<file path="src/rtl/sram_arb_pkg.sv">
// Shared types and default widths for the two-requester SRAM arbiter.
package sram_arb_pkg;

    localparam int SRAM_ARB_DATA_W = 32;
    localparam int SRAM_ARB_ADDR_W = 32;

    typedef enum logic [0:0] {
        ARB_IDLE    = 1'b0,
        ARB_RD_WAIT = 1'b1
    } arb_state_e;

    typedef enum logic [0:0] {
        ARB_M0 = 1'b0,
        ARB_M1 = 1'b1
    } arb_owner_e;

endpackage

</file>
<file path="src/rtl/sram_arb_if.sv">
// SRAM channel bundle: the arbiter drives it through the master modport, the SRAM through slave.
interface sram_arb_if #(
    parameter int ADDR_WIDTH = 32,
    parameter int DATA_WIDTH = 32
);
    logic                    sram_rd_en;
    logic [ADDR_WIDTH-1:0]   sram_rd_addr;
    logic                    sram_rd_valid;
    logic [DATA_WIDTH-1:0]   sram_rd_data;
    logic                    sram_wr_en;
    logic [ADDR_WIDTH-1:0]   sram_wr_addr;
    logic [DATA_WIDTH-1:0]   sram_wr_data;
    logic [DATA_WIDTH/8-1:0] sram_wr_mask;

    modport master (
        output sram_rd_en, sram_rd_addr, sram_wr_en, sram_wr_addr, sram_wr_data, sram_wr_mask,
        input  sram_rd_valid, sram_rd_data
    );

    modport slave (
        input  sram_rd_en, sram_rd_addr, sram_wr_en, sram_wr_addr, sram_wr_data, sram_wr_mask,
        output sram_rd_valid, sram_rd_data
    );
endinterface

</file>
<file path="src/rtl/sram_arb_rr.sv">
// Two-way round-robin picker; ptr_q=0 favours M0 on contention, flips to the loser on each grant.
module sram_arb_rr (
    input  logic       clk,
    input  logic       rst_n,
    input  logic [1:0] req,
    input  logic       upd,
    output logic [1:0] gnt
);
    logic ptr_q, ptr_d;

    always_comb begin
        gnt = req;
        if (req == 2'b11) begin
            gnt = ptr_q ? 2'b10 : 2'b01;
        end
        ptr_d = ptr_q;
        if (upd) begin
            ptr_d = gnt[0];
        end
        if (!rst_n) begin
            ptr_d = 1'b0;
        end
    end

    always_ff @(posedge clk) begin
        ptr_q <= ptr_d;
    end
endmodule

</file>
<file path="src/rtl/sram_arb.sv">
// Shares one SRAM channel between fetch (M0) and load/store (M1); one outstanding read.
// Define SRAM_ARB_TIMEOUT_EN to bound the read wait and add the mN_rerr outputs.
module sram_arb
    import sram_arb_pkg::*;
#(
    parameter int DATA_WIDTH = SRAM_ARB_DATA_W,
    parameter int ADDR_WIDTH = SRAM_ARB_ADDR_W,
    parameter int TIMEOUT    = 255
) (
    input  logic                    clk,
    input  logic                    rst_n,
    input  logic                    m0_req,
    input  logic                    m0_we,
    input  logic [ADDR_WIDTH-1:0]   m0_addr,
    input  logic [DATA_WIDTH-1:0]   m0_wdata,
    input  logic [DATA_WIDTH/8-1:0] m0_wmask,
    output logic                    m0_gnt,
    output logic                    m0_rvalid,
    output logic [DATA_WIDTH-1:0]   m0_rdata,
`ifdef SRAM_ARB_TIMEOUT_EN
    output logic                    m0_rerr,
    output logic                    m1_rerr,
`endif
    input  logic                    m1_req,
    input  logic                    m1_we,
    input  logic [ADDR_WIDTH-1:0]   m1_addr,
    input  logic [DATA_WIDTH-1:0]   m1_wdata,
    input  logic [DATA_WIDTH/8-1:0] m1_wmask,
    output logic                    m1_gnt,
    output logic                    m1_rvalid,
    output logic [DATA_WIDTH-1:0]   m1_rdata,
    sram_arb_if.master              sram
);
    arb_state_e state_q, state_d;
    arb_owner_e owner_q, owner_d;
    logic [1:0] req_vec, rr_gnt;
    logic       rsp_vld;
    logic       wr_en, rd_en;
    logic [ADDR_WIDTH-1:0]   wr_addr, rd_addr;
    logic [DATA_WIDTH-1:0]   wr_data, rd_data;
    logic [DATA_WIDTH/8-1:0] wr_mask;

`ifdef SRAM_ARB_TIMEOUT_EN
    localparam int CNT_W = ($clog2(TIMEOUT + 1) > 8) ? $clog2(TIMEOUT + 1) : 8;
    localparam logic [CNT_W-1:0] TO_VAL = CNT_W'(TIMEOUT);
    logic [CNT_W-1:0] cnt_q, cnt_d;
    logic             rsp_err;
`endif

    // Requests only compete in IDLE and out of reset; grants fall straight out of the picker.
    assign req_vec = {m1_req, m0_req} & {2{rst_n && (state_q == ARB_IDLE)}};

    sram_arb_rr u_rr (
        .clk   (clk),
        .rst_n (rst_n),
        .req   (req_vec),
        .upd   (|rr_gnt),
        .gnt   (rr_gnt)
    );

    always_comb begin
        state_d = state_q;
        owner_d = owner_q;
        rsp_vld = 1'b0;
        wr_en   = 1'b0;
        rd_en   = 1'b0;
        wr_addr = '0;
        wr_data = '0;
        wr_mask = '0;
        rd_addr = '0;
`ifdef SRAM_ARB_TIMEOUT_EN
        rsp_err = 1'b0;
        cnt_d   = cnt_q + 1'b1;
`endif
        case (state_q)
            ARB_IDLE: begin
                if (|rr_gnt) begin
                    if (rr_gnt[1] ? m1_we : m0_we) begin
                        wr_en   = 1'b1;
                        wr_addr = rr_gnt[1] ? m1_addr  : m0_addr;
                        wr_data = rr_gnt[1] ? m1_wdata : m0_wdata;
                        wr_mask = rr_gnt[1] ? m1_wmask : m0_wmask;
                    end else begin
                        rd_en   = 1'b1;
                        rd_addr = rr_gnt[1] ? m1_addr : m0_addr;
                        state_d = ARB_RD_WAIT;
                        owner_d = rr_gnt[1] ? ARB_M1 : ARB_M0;
`ifdef SRAM_ARB_TIMEOUT_EN
                        cnt_d   = '0;
`endif
                    end
                end
            end
            ARB_RD_WAIT: begin
                if (sram.sram_rd_valid) begin
                    rsp_vld = 1'b1;
                    state_d = ARB_IDLE;
                end
`ifdef SRAM_ARB_TIMEOUT_EN
                else if (cnt_d == TO_VAL) begin
                    rsp_vld = 1'b1;
                    rsp_err = 1'b1;
                    state_d = ARB_IDLE;
                end
`endif
            end
            default: state_d = ARB_IDLE;
        endcase
        // Reset drops any outstanding read so a late return is never delivered.
        if (!rst_n) begin
            state_d = ARB_IDLE;
            owner_d = ARB_M0;
            rsp_vld = 1'b0;
`ifdef SRAM_ARB_TIMEOUT_EN
            rsp_err = 1'b0;
`endif
        end
    end

    always_ff @(posedge clk) begin
        state_q <= state_d;
        owner_q <= owner_d;
`ifdef SRAM_ARB_TIMEOUT_EN
        cnt_q   <= cnt_d;
`endif
    end

`ifdef SRAM_ARB_TIMEOUT_EN
    assign rd_data = rsp_err ? '0 : sram.sram_rd_data;
    assign m0_rerr = rsp_err && (owner_q == ARB_M0);
    assign m1_rerr = rsp_err && (owner_q == ARB_M1);
`else
    assign rd_data = sram.sram_rd_data;
`endif

    assign m0_gnt    = rr_gnt[0];
    assign m1_gnt    = rr_gnt[1];
    assign m0_rvalid = rsp_vld && (owner_q == ARB_M0);
    assign m1_rvalid = rsp_vld && (owner_q == ARB_M1);
    assign m0_rdata  = rd_data;
    assign m1_rdata  = rd_data;

    assign sram.sram_rd_en   = rd_en;
    assign sram.sram_rd_addr = rd_addr;
    assign sram.sram_wr_en   = wr_en;
    assign sram.sram_wr_addr = wr_addr;
    assign sram.sram_wr_data = wr_data;
    assign sram.sram_wr_mask = wr_mask;
endmodule

</file>
<file path="src/flat_wrapper.sv">
// flat-port wrapper written by rule: the top's interface ports become plain ports
module sram_arb_flat import sram_arb_pkg::*;
#(
    parameter int DATA_WIDTH = SRAM_ARB_DATA_W,
    parameter int ADDR_WIDTH = SRAM_ARB_ADDR_W,
    parameter int TIMEOUT    = 255
)
  (clk, rst_n, m0_req, m0_we, m0_addr, m0_wdata, m0_wmask, m0_gnt, m0_rvalid, m0_rdata, m1_req, m1_we, m1_addr, m1_wdata, m1_wmask, m1_gnt, m1_rvalid, m1_rdata, sram_sram_rd_en, sram_sram_rd_addr, sram_sram_wr_en, sram_sram_wr_addr, sram_sram_wr_data, sram_sram_wr_mask, sram_sram_rd_valid, sram_sram_rd_data);
  sram_arb_if #(.ADDR_WIDTH(ADDR_WIDTH), .DATA_WIDTH(DATA_WIDTH)) sram_i ();
  input  logic clk;
  input  logic rst_n;
  input  logic m0_req;
  input  logic m0_we;
  input  logic [ADDR_WIDTH-1:0] m0_addr;
  input  logic [DATA_WIDTH-1:0] m0_wdata;
  input  logic [DATA_WIDTH/8-1:0] m0_wmask;
  output logic m0_gnt;
  output logic m0_rvalid;
  output logic [DATA_WIDTH-1:0] m0_rdata;
  input  logic m1_req;
  input  logic m1_we;
  input  logic [ADDR_WIDTH-1:0] m1_addr;
  input  logic [DATA_WIDTH-1:0] m1_wdata;
  input  logic [DATA_WIDTH/8-1:0] m1_wmask;
  output logic m1_gnt;
  output logic m1_rvalid;
  output logic [DATA_WIDTH-1:0] m1_rdata;
  output wire logic [$bits(sram_i.sram_rd_en)-1:0] sram_sram_rd_en;
  output wire logic [$bits(sram_i.sram_rd_addr)-1:0] sram_sram_rd_addr;
  output wire logic [$bits(sram_i.sram_wr_en)-1:0] sram_sram_wr_en;
  output wire logic [$bits(sram_i.sram_wr_addr)-1:0] sram_sram_wr_addr;
  output wire logic [$bits(sram_i.sram_wr_data)-1:0] sram_sram_wr_data;
  output wire logic [$bits(sram_i.sram_wr_mask)-1:0] sram_sram_wr_mask;
  input wire logic [$bits(sram_i.sram_rd_valid)-1:0] sram_sram_rd_valid;
  input wire logic [$bits(sram_i.sram_rd_data)-1:0] sram_sram_rd_data;
  assign sram_sram_rd_en = sram_i.sram_rd_en;
  assign sram_sram_rd_addr = sram_i.sram_rd_addr;
  assign sram_sram_wr_en = sram_i.sram_wr_en;
  assign sram_sram_wr_addr = sram_i.sram_wr_addr;
  assign sram_sram_wr_data = sram_i.sram_wr_data;
  assign sram_sram_wr_mask = sram_i.sram_wr_mask;
  assign sram_i.sram_rd_valid = sram_sram_rd_valid;
  assign sram_i.sram_rd_data = sram_sram_rd_data;
  sram_arb #(.DATA_WIDTH(DATA_WIDTH), .ADDR_WIDTH(ADDR_WIDTH), .TIMEOUT(TIMEOUT)) u_core (.clk(clk), .rst_n(rst_n), .m0_req(m0_req), .m0_we(m0_we), .m0_addr(m0_addr), .m0_wdata(m0_wdata), .m0_wmask(m0_wmask), .m0_gnt(m0_gnt), .m0_rvalid(m0_rvalid), .m0_rdata(m0_rdata), .m1_req(m1_req), .m1_we(m1_we), .m1_addr(m1_addr), .m1_wdata(m1_wdata), .m1_wmask(m1_wmask), .m1_gnt(m1_gnt), .m1_rvalid(m1_rvalid), .m1_rdata(m1_rdata), .sram(sram_i));
endmodule
</file>
<file path="config.mk">
export PLATFORM = sky130hd
export DESIGN_NAME = sram_arb_flat
export DESIGN_NICKNAME = d
export VERILOG_FILES = /design/src/rtl/sram_arb_pkg.sv /design/src/rtl/sram_arb_if.sv /design/src/rtl/sram_arb_rr.sv /design/src/rtl/sram_arb.sv /design/src/flat_wrapper.sv
export SDC_FILE = /design/constraint.sdc
export NUM_CORES = 1
export LEC_CHECK = 0
export ABC_AREA = 0
export BUFFER_PORTS_ARGS = -buffer_cell sky130_fd_sc_hd__buf_2
export CAP_MARGIN = 30
export CORE_AREA = 2 2 134 136
export DETAILED_ROUTE_END_ITERATION = 8
export DIE_AREA = 0 0 136 138
export GPL_TIMING_DRIVEN = 0
export PLACE_DENSITY_LB_ADDON = 0.1
export SKIP_CTS_REPAIR_TIMING = 1
export SYNTH_ARGS = -nofsm -noshare
export SYNTH_HDL_FRONTEND = slang
export SYNTH_SLANG_ARGS = --single-unit
export TNS_END_PERCENT = 100
</file>
<file path="constraint.sdc">
create_clock -name clk -period 2.2 [get_ports clk]
set_input_delay 0.55 -clock clk [delete_from_list [all_inputs] [get_ports clk]]
set_output_delay 0.55 -clock clk [all_outputs]
set_load 0.005 [all_outputs]
</file>
Yosys cells after proc, flatten, opt, wreduce, memory -nomap -nowiden
Cells that the tools add are included.

word-level totals
  bits in read-only memories = 0
  output and inout bits = 170
  input bits = 175
  RAM bits = 0
  bits in latches = 0
  memories kept = 0
  register bits after elaboration = 3

cells by class
  div/mod/pow operators = 0
  $mul = 0
  shift-type cells = 0
  muxes and demuxes = 30
  bitwise operators = 4
  $lt $le $gt $ge = 0
  equal/unequal tests = 1
  add/subtract/negate cells = 0
  reductions and logical operators = 5

operator list
  kind                                         number
  32-bit two-way mux                           11
  4-bit two-way mux                            4
  1-bit two-way mux                            12
  2-bit two-way mux                            2
  1-bit logical AND                            3
  1-bit inverter                               3
  3-bit AND reduction                          1
  2-bit bitwise AND                            1
  2-bit equality test (second input constant)  1
  1-bit one-hot mux with 2 select lines        1
  2-bit OR reduction                           1

Longest topological paths before layout
  word-level depth = 9
  mapped depth = 6
  gate-level depth less buffers = 3

Modules after synthesis
A second synthesis with hierarchy kept.

unflattened totals
  cell total of the unflattened synthesis = 297
  area total of the unflattened synthesis = 2397.3 µm²

modules (own cells, without submodules)
  module       times used  cells an instance  area each (µm²)
  sram_arb     1           291                2337.2
  sram_arb_rr  1           6                  60.1

Worst setup path after synthesis
OpenSTA, ideal clock, no wires.

  kind = input to output
  from = in m1_req
  to = out sram_sram_rd_addr[20]
  cell stages on the path = 6
  buffers on the path = 3
  path slack = 154 ps
  data required time = 1650 ps
  arrival time = 1496 ps
  cell sequence = buf_4 > inv_2 > buf_2 > buf_1 > o311ai_1 > a21oi_1

between the ends
  word-level cells in the longest chain between the ends = 7
  elaborated cells on any way between the ends = 9
  classes of those cells = 1 x eq/ne; 6 x mux; 1 x bitwise; 1 x reduce/logical

RTL lines
  what                                                            RTL line                        text
  start, declared                                                 flat_wrapper.sv:20              input logic m1_req;
  2-bit bitwise AND *                                             sram_arb.sv:51                  assign req_vec = {m1_req, m0_req} & {2{rst_n && (state_q == ARB_IDLE)}};
  2-bit equality test                                             sram_arb_rr.sv:13               if (req == 2'b11) begin
  2-bit two-way mux *                                             sram_arb_rr.sv:13
  32-bit two-way mux / 1-bit two-way mux (equally long branches)  sram_arb.sv:85, sram_arb.sv:78
  32-bit two-way mux                                              sram_arb.sv:78                  if (rr_gnt[1] ? m1_we : m0_we) begin
  32-bit two-way mux *                                            sram_arb.sv:77                  if (|rr_gnt) begin
  32-bit two-way mux *                                            sram_arb.sv:75                  case (state_q)
  end, declared                                                   flat_wrapper.sv:29              output wire logic [$bits(sram_i.sram_rd_addr)-1:0] sram_sram_rd_addr;

Every way passes the cells marked *; elsewhere a longest branch is shown, timed or not.

Worst setup path after layout
  from = in m0_req
  to = out sram_sram_wr_addr[8]

between the ends
  word-level cells in the longest chain between the ends = 7
  elaborated cells on any way between the ends = 9
  classes of those cells = 1 x eq/ne; 6 x mux; 1 x bitwise; 1 x reduce/logical

RTL lines
  what                                                            RTL line                        text
  start, declared                                                 flat_wrapper.sv:12              input logic m0_req;
  2-bit bitwise AND *                                             sram_arb.sv:51
  2-bit equality test                                             sram_arb_rr.sv:13
  2-bit two-way mux *                                             sram_arb_rr.sv:13
  32-bit two-way mux / 1-bit two-way mux (equally long branches)  sram_arb.sv:80, sram_arb.sv:78
  32-bit two-way mux                                              sram_arb.sv:78
  32-bit two-way mux *                                            sram_arb.sv:77
  32-bit two-way mux *                                            sram_arb.sv:75
  end, declared                                                   flat_wrapper.sv:31              output wire logic [$bits(sram_i.sram_wr_addr)-1:0] sram_sram_wr_addr;

Marked as above.

==> results.cfg <==
[power_and_ir_drop]
power.internal_w = 0.00124
ir_drop_uv = 222
clkPwrFrac_pct = 12.6
p_seq_share_pct = 2.8
switching_share_pct = 46.6
p_comb_share_pct = 84.7
p_switching_w = 0.00108
p_per_area_mw_per_mm2 = 262
power.leakage_nw = 4.22

[hold_path]
holdPathStages = 2
worstHoldPathType = flip-flop to flip-flop
hold_end = u_core.state_q
min_from = u_core.state_q

[critical_path]
critical-path-max-stage-delay_ps = 220
worstPathArrival_ps = 1720
path_class = input pin to primary output
cp-end-kind = primary output
crit_buf_inv = 4
start_kind = input pin
reg2reg_from = u_core.state_q
path_max_fanout = 10
r2r_cells = 5
path_delay_family = buffers and inverters
regToRegSetupSlack_ps = 870
critPathRequiredTime_ps = 1650
worstReg2RegEnd = u_core.u_rr.ptr_q
path_cells = buf_8 > and2b_4 > clkbuf_16 > buf_12 > nor4_4 > o21ba_1 > buf_2
crit_slowest_cell = nor4_4

[placed_design]
gp_congestion = 0.889
place_inst = 1201
dp_slack_ps = -435
dp_hpwl_mm = 16.3
portBuffers = 309

[timing]
finalHoldViolCount = 0
period_minus_slack_ps = 2270
rsz0062_at_grt = true
holdWs_ps = 523
maxSlewViolCount = 0
worst_pin_slew_ps = 760
setup_viol = 41
period_share_pct = 103
finalWorstSetupSlack_ps = -65.9
fmax_mhz = 441
slew_headroom_pct = 49.3
tns_ps = -952
skew_ps = 0.818

[routing]
drt_wl_total_mm = 23.7
dr_wl_met2_mm = 11.6
wl_per_cell_microns = 19.2
wl_met3_mm = 1.65
routed.top_layer = met4
vias_per_cell = 5.22
drt_iter0_drc = 250
drcViolationCount = 0
wirelength_met1_mm = 10.1
detail-route-antenna-nets = 0
routed-via-count = 6444
detail_route.first_pass.iterations = 5

[yosys]
syn-num-nets = 838
avgSynthCellArea_sq_um = 6.08
synth_top_area_share_pct = 17.1
synth_edf_count = 0
synth_top_family_by_area = compound AO/OA/AOI/OAI gates
ys_seq_area_share_pct = 1.49
synth_xor_area_share_pct = 0
synthAdderAreaFrac_pct = 0
synth_cell_types = 26
syn_inst = 663
ys_ff_latch = 3
yosysTopAreaCell = o21ba_1
syn_area_sq_mm = 0.00403
ys.flop_type = dfxtp_1
yosysWarnings = 0
synthMuxAreaShare_pct = 0
synth_compound_area_share_pct = 40.0
yosys-top-cells-area = o21ba_1 (17%), buf_4 (13%), nand2_1 (13%)
yosys.area_share.simple_pct = 35.1
async_flop_share_pct = 0

[cells_and_area]
n_fill_cell = 1750
fin_nets = 1180
utilization_pct = 50.6
fin_cells = 1235
area_growth_pct = 120
drive_gt1_share_pct = 65.8

[clocking]
cts_tree = yes
clk_pin_slew_worst_paths_ps = 30
cts_made_buffers = 3
htree_levels = 1
clkLatencyLatePin_ps = 220
cts_root_buf = clkbuf_16
cts_sinks = 3
clk_path_buf_depth = 2

[run_status]
status = complete, but fails checks
violations = negative setup slack

[job]
drv_cap = 0

[floorplanning]
rows = 49
die-height_microns = 138
core_area_sq_mm = 0.0175
dieArea_sq_mm = 0.0188
die_width_microns = 136
start_util_pct = 23.0
io_pins = 345

[grt]
first_global_vias = 5776
grt_max_degree = 11
antenna_found_initial = 1
grt_pass1_wl_mm = 31.0
track_usage_pct = 20.3
grt_overflow = 0
## metrics by stage
stage | cell area (sq um) | total power, W
after floorplan | 4030 | 0.000746
after global placement | 5860 | 0.00124
after detailed placement | 5860 | 0.00123
after CTS | 5940 | 0.00153
after global routing | 8870 | 0.00245
final | 8870 | 0.00232
## power by group through the flow
stage               logic, W  clock network (W)  registers (W)
detailed placement   0.00116                  0      0.0000642
global route         0.00209           0.000301      0.0000653
CTS                  0.00117           0.000295      0.0000635
finish               0.00197           0.000292      0.0000646
global placement     0.00117                  0      0.0000642
floorplan           0.000683                  0      0.0000630
## kinds of logic (layout without fill, tap and decap cells)
logic type,Yosys count,count (layout)
compound gates,208,208
simple gates,283,283
other cells,0,2
buf+inv,169,510
flops,3,3
## placed cells by master, fill, tap and decap left out, types with 20 or more instances in the layout
cell type / n
buf_12: 20
nand4_1: 32
nand2_1: 139
buf_2: 305
buf_6: 30
nor2b_1: 32
buf_4: 85
clkbuf_16: 21
nor4_4: 62
o21ba_1: 51
a31oi_1: 49
## cell type report
| cell class | count | area (sq um) | area share [%] |
|---|---|---|---|
| diodes | 2 | 5.00 | 0.0564 |
| plain buffers | 165 | 1570 | 17.7 |
| clock buffers | 4 | 78.8 | 0.888 |
| inverters | 4 | 18.8 | 0.211 |
| multi-input cells | 491 | 4690 | 52.8 |
| flip-flops and latches | 3 | 63.8 | 0.719 |
| well taps | 229 | 287 | 3.23 |
| repair buffers | 337 | 2160 | 24.4 |
## tightest hold or removal path, stage by stage (launching register included)
cell     delay, ps
dfxtp_4        350
nand2_1         50
o32ai_1         70
## flip-flops by register name, summed over array words and instances (netlist names)
register,flops
u_core.state_q,1
u_core.u_rr.ptr_q,1
u_core.owner_q,1
## worst max path at each step
stage          startpoint                    end  slack, ps  cells after the start
2_1_floorplan      m1_req  sram_sram_rd_addr[20]        150                      6
3_3_place_gp        rst_n  sram_sram_rd_addr[10]       -450                      8
3_5_place_dp        rst_n   sram_sram_rd_addr[9]       -440                      8
4_1_cts             rst_n   sram_sram_rd_addr[3]       -450                      8
5_1_grt            m0_req  sram_sram_wr_addr[10]       -110                      7
6_report           m0_req   sram_sram_wr_addr[8]        -70                      7
## cell usage after synthesis, types with 2 or more instances
| cell | instances |
|---|---|
| dfxtp_1 | 3 |
| a31oi_1 | 69 |
| buf_1 | 14 |
| nor4_1 | 69 |
| nand2_1 | 139 |
| buf_2 | 31 |
| clkbuf_1 | 48 |
| o21a_1 | 2 |
| a21oi_1 | 32 |
| o311ai_0 | 10 |
| o21ba_1 | 69 |
| nor2_1 | 3 |
| nand4_1 | 32 |
| buf_4 | 72 |
| nor3_1 | 2 |
| nand2b_1 | 2 |
| o311ai_1 | 23 |
| nor2b_1 | 33 |
| inv_1 | 3 |
## layer usage
metal	up-vias	track usage [%]
met2	281	35.0
li1	3092	-
met1	3042	26.6
met4	0	3.78
met3	29	3.56
met5	-	0
Note: power is estimated with default switching activity, not from simulation.
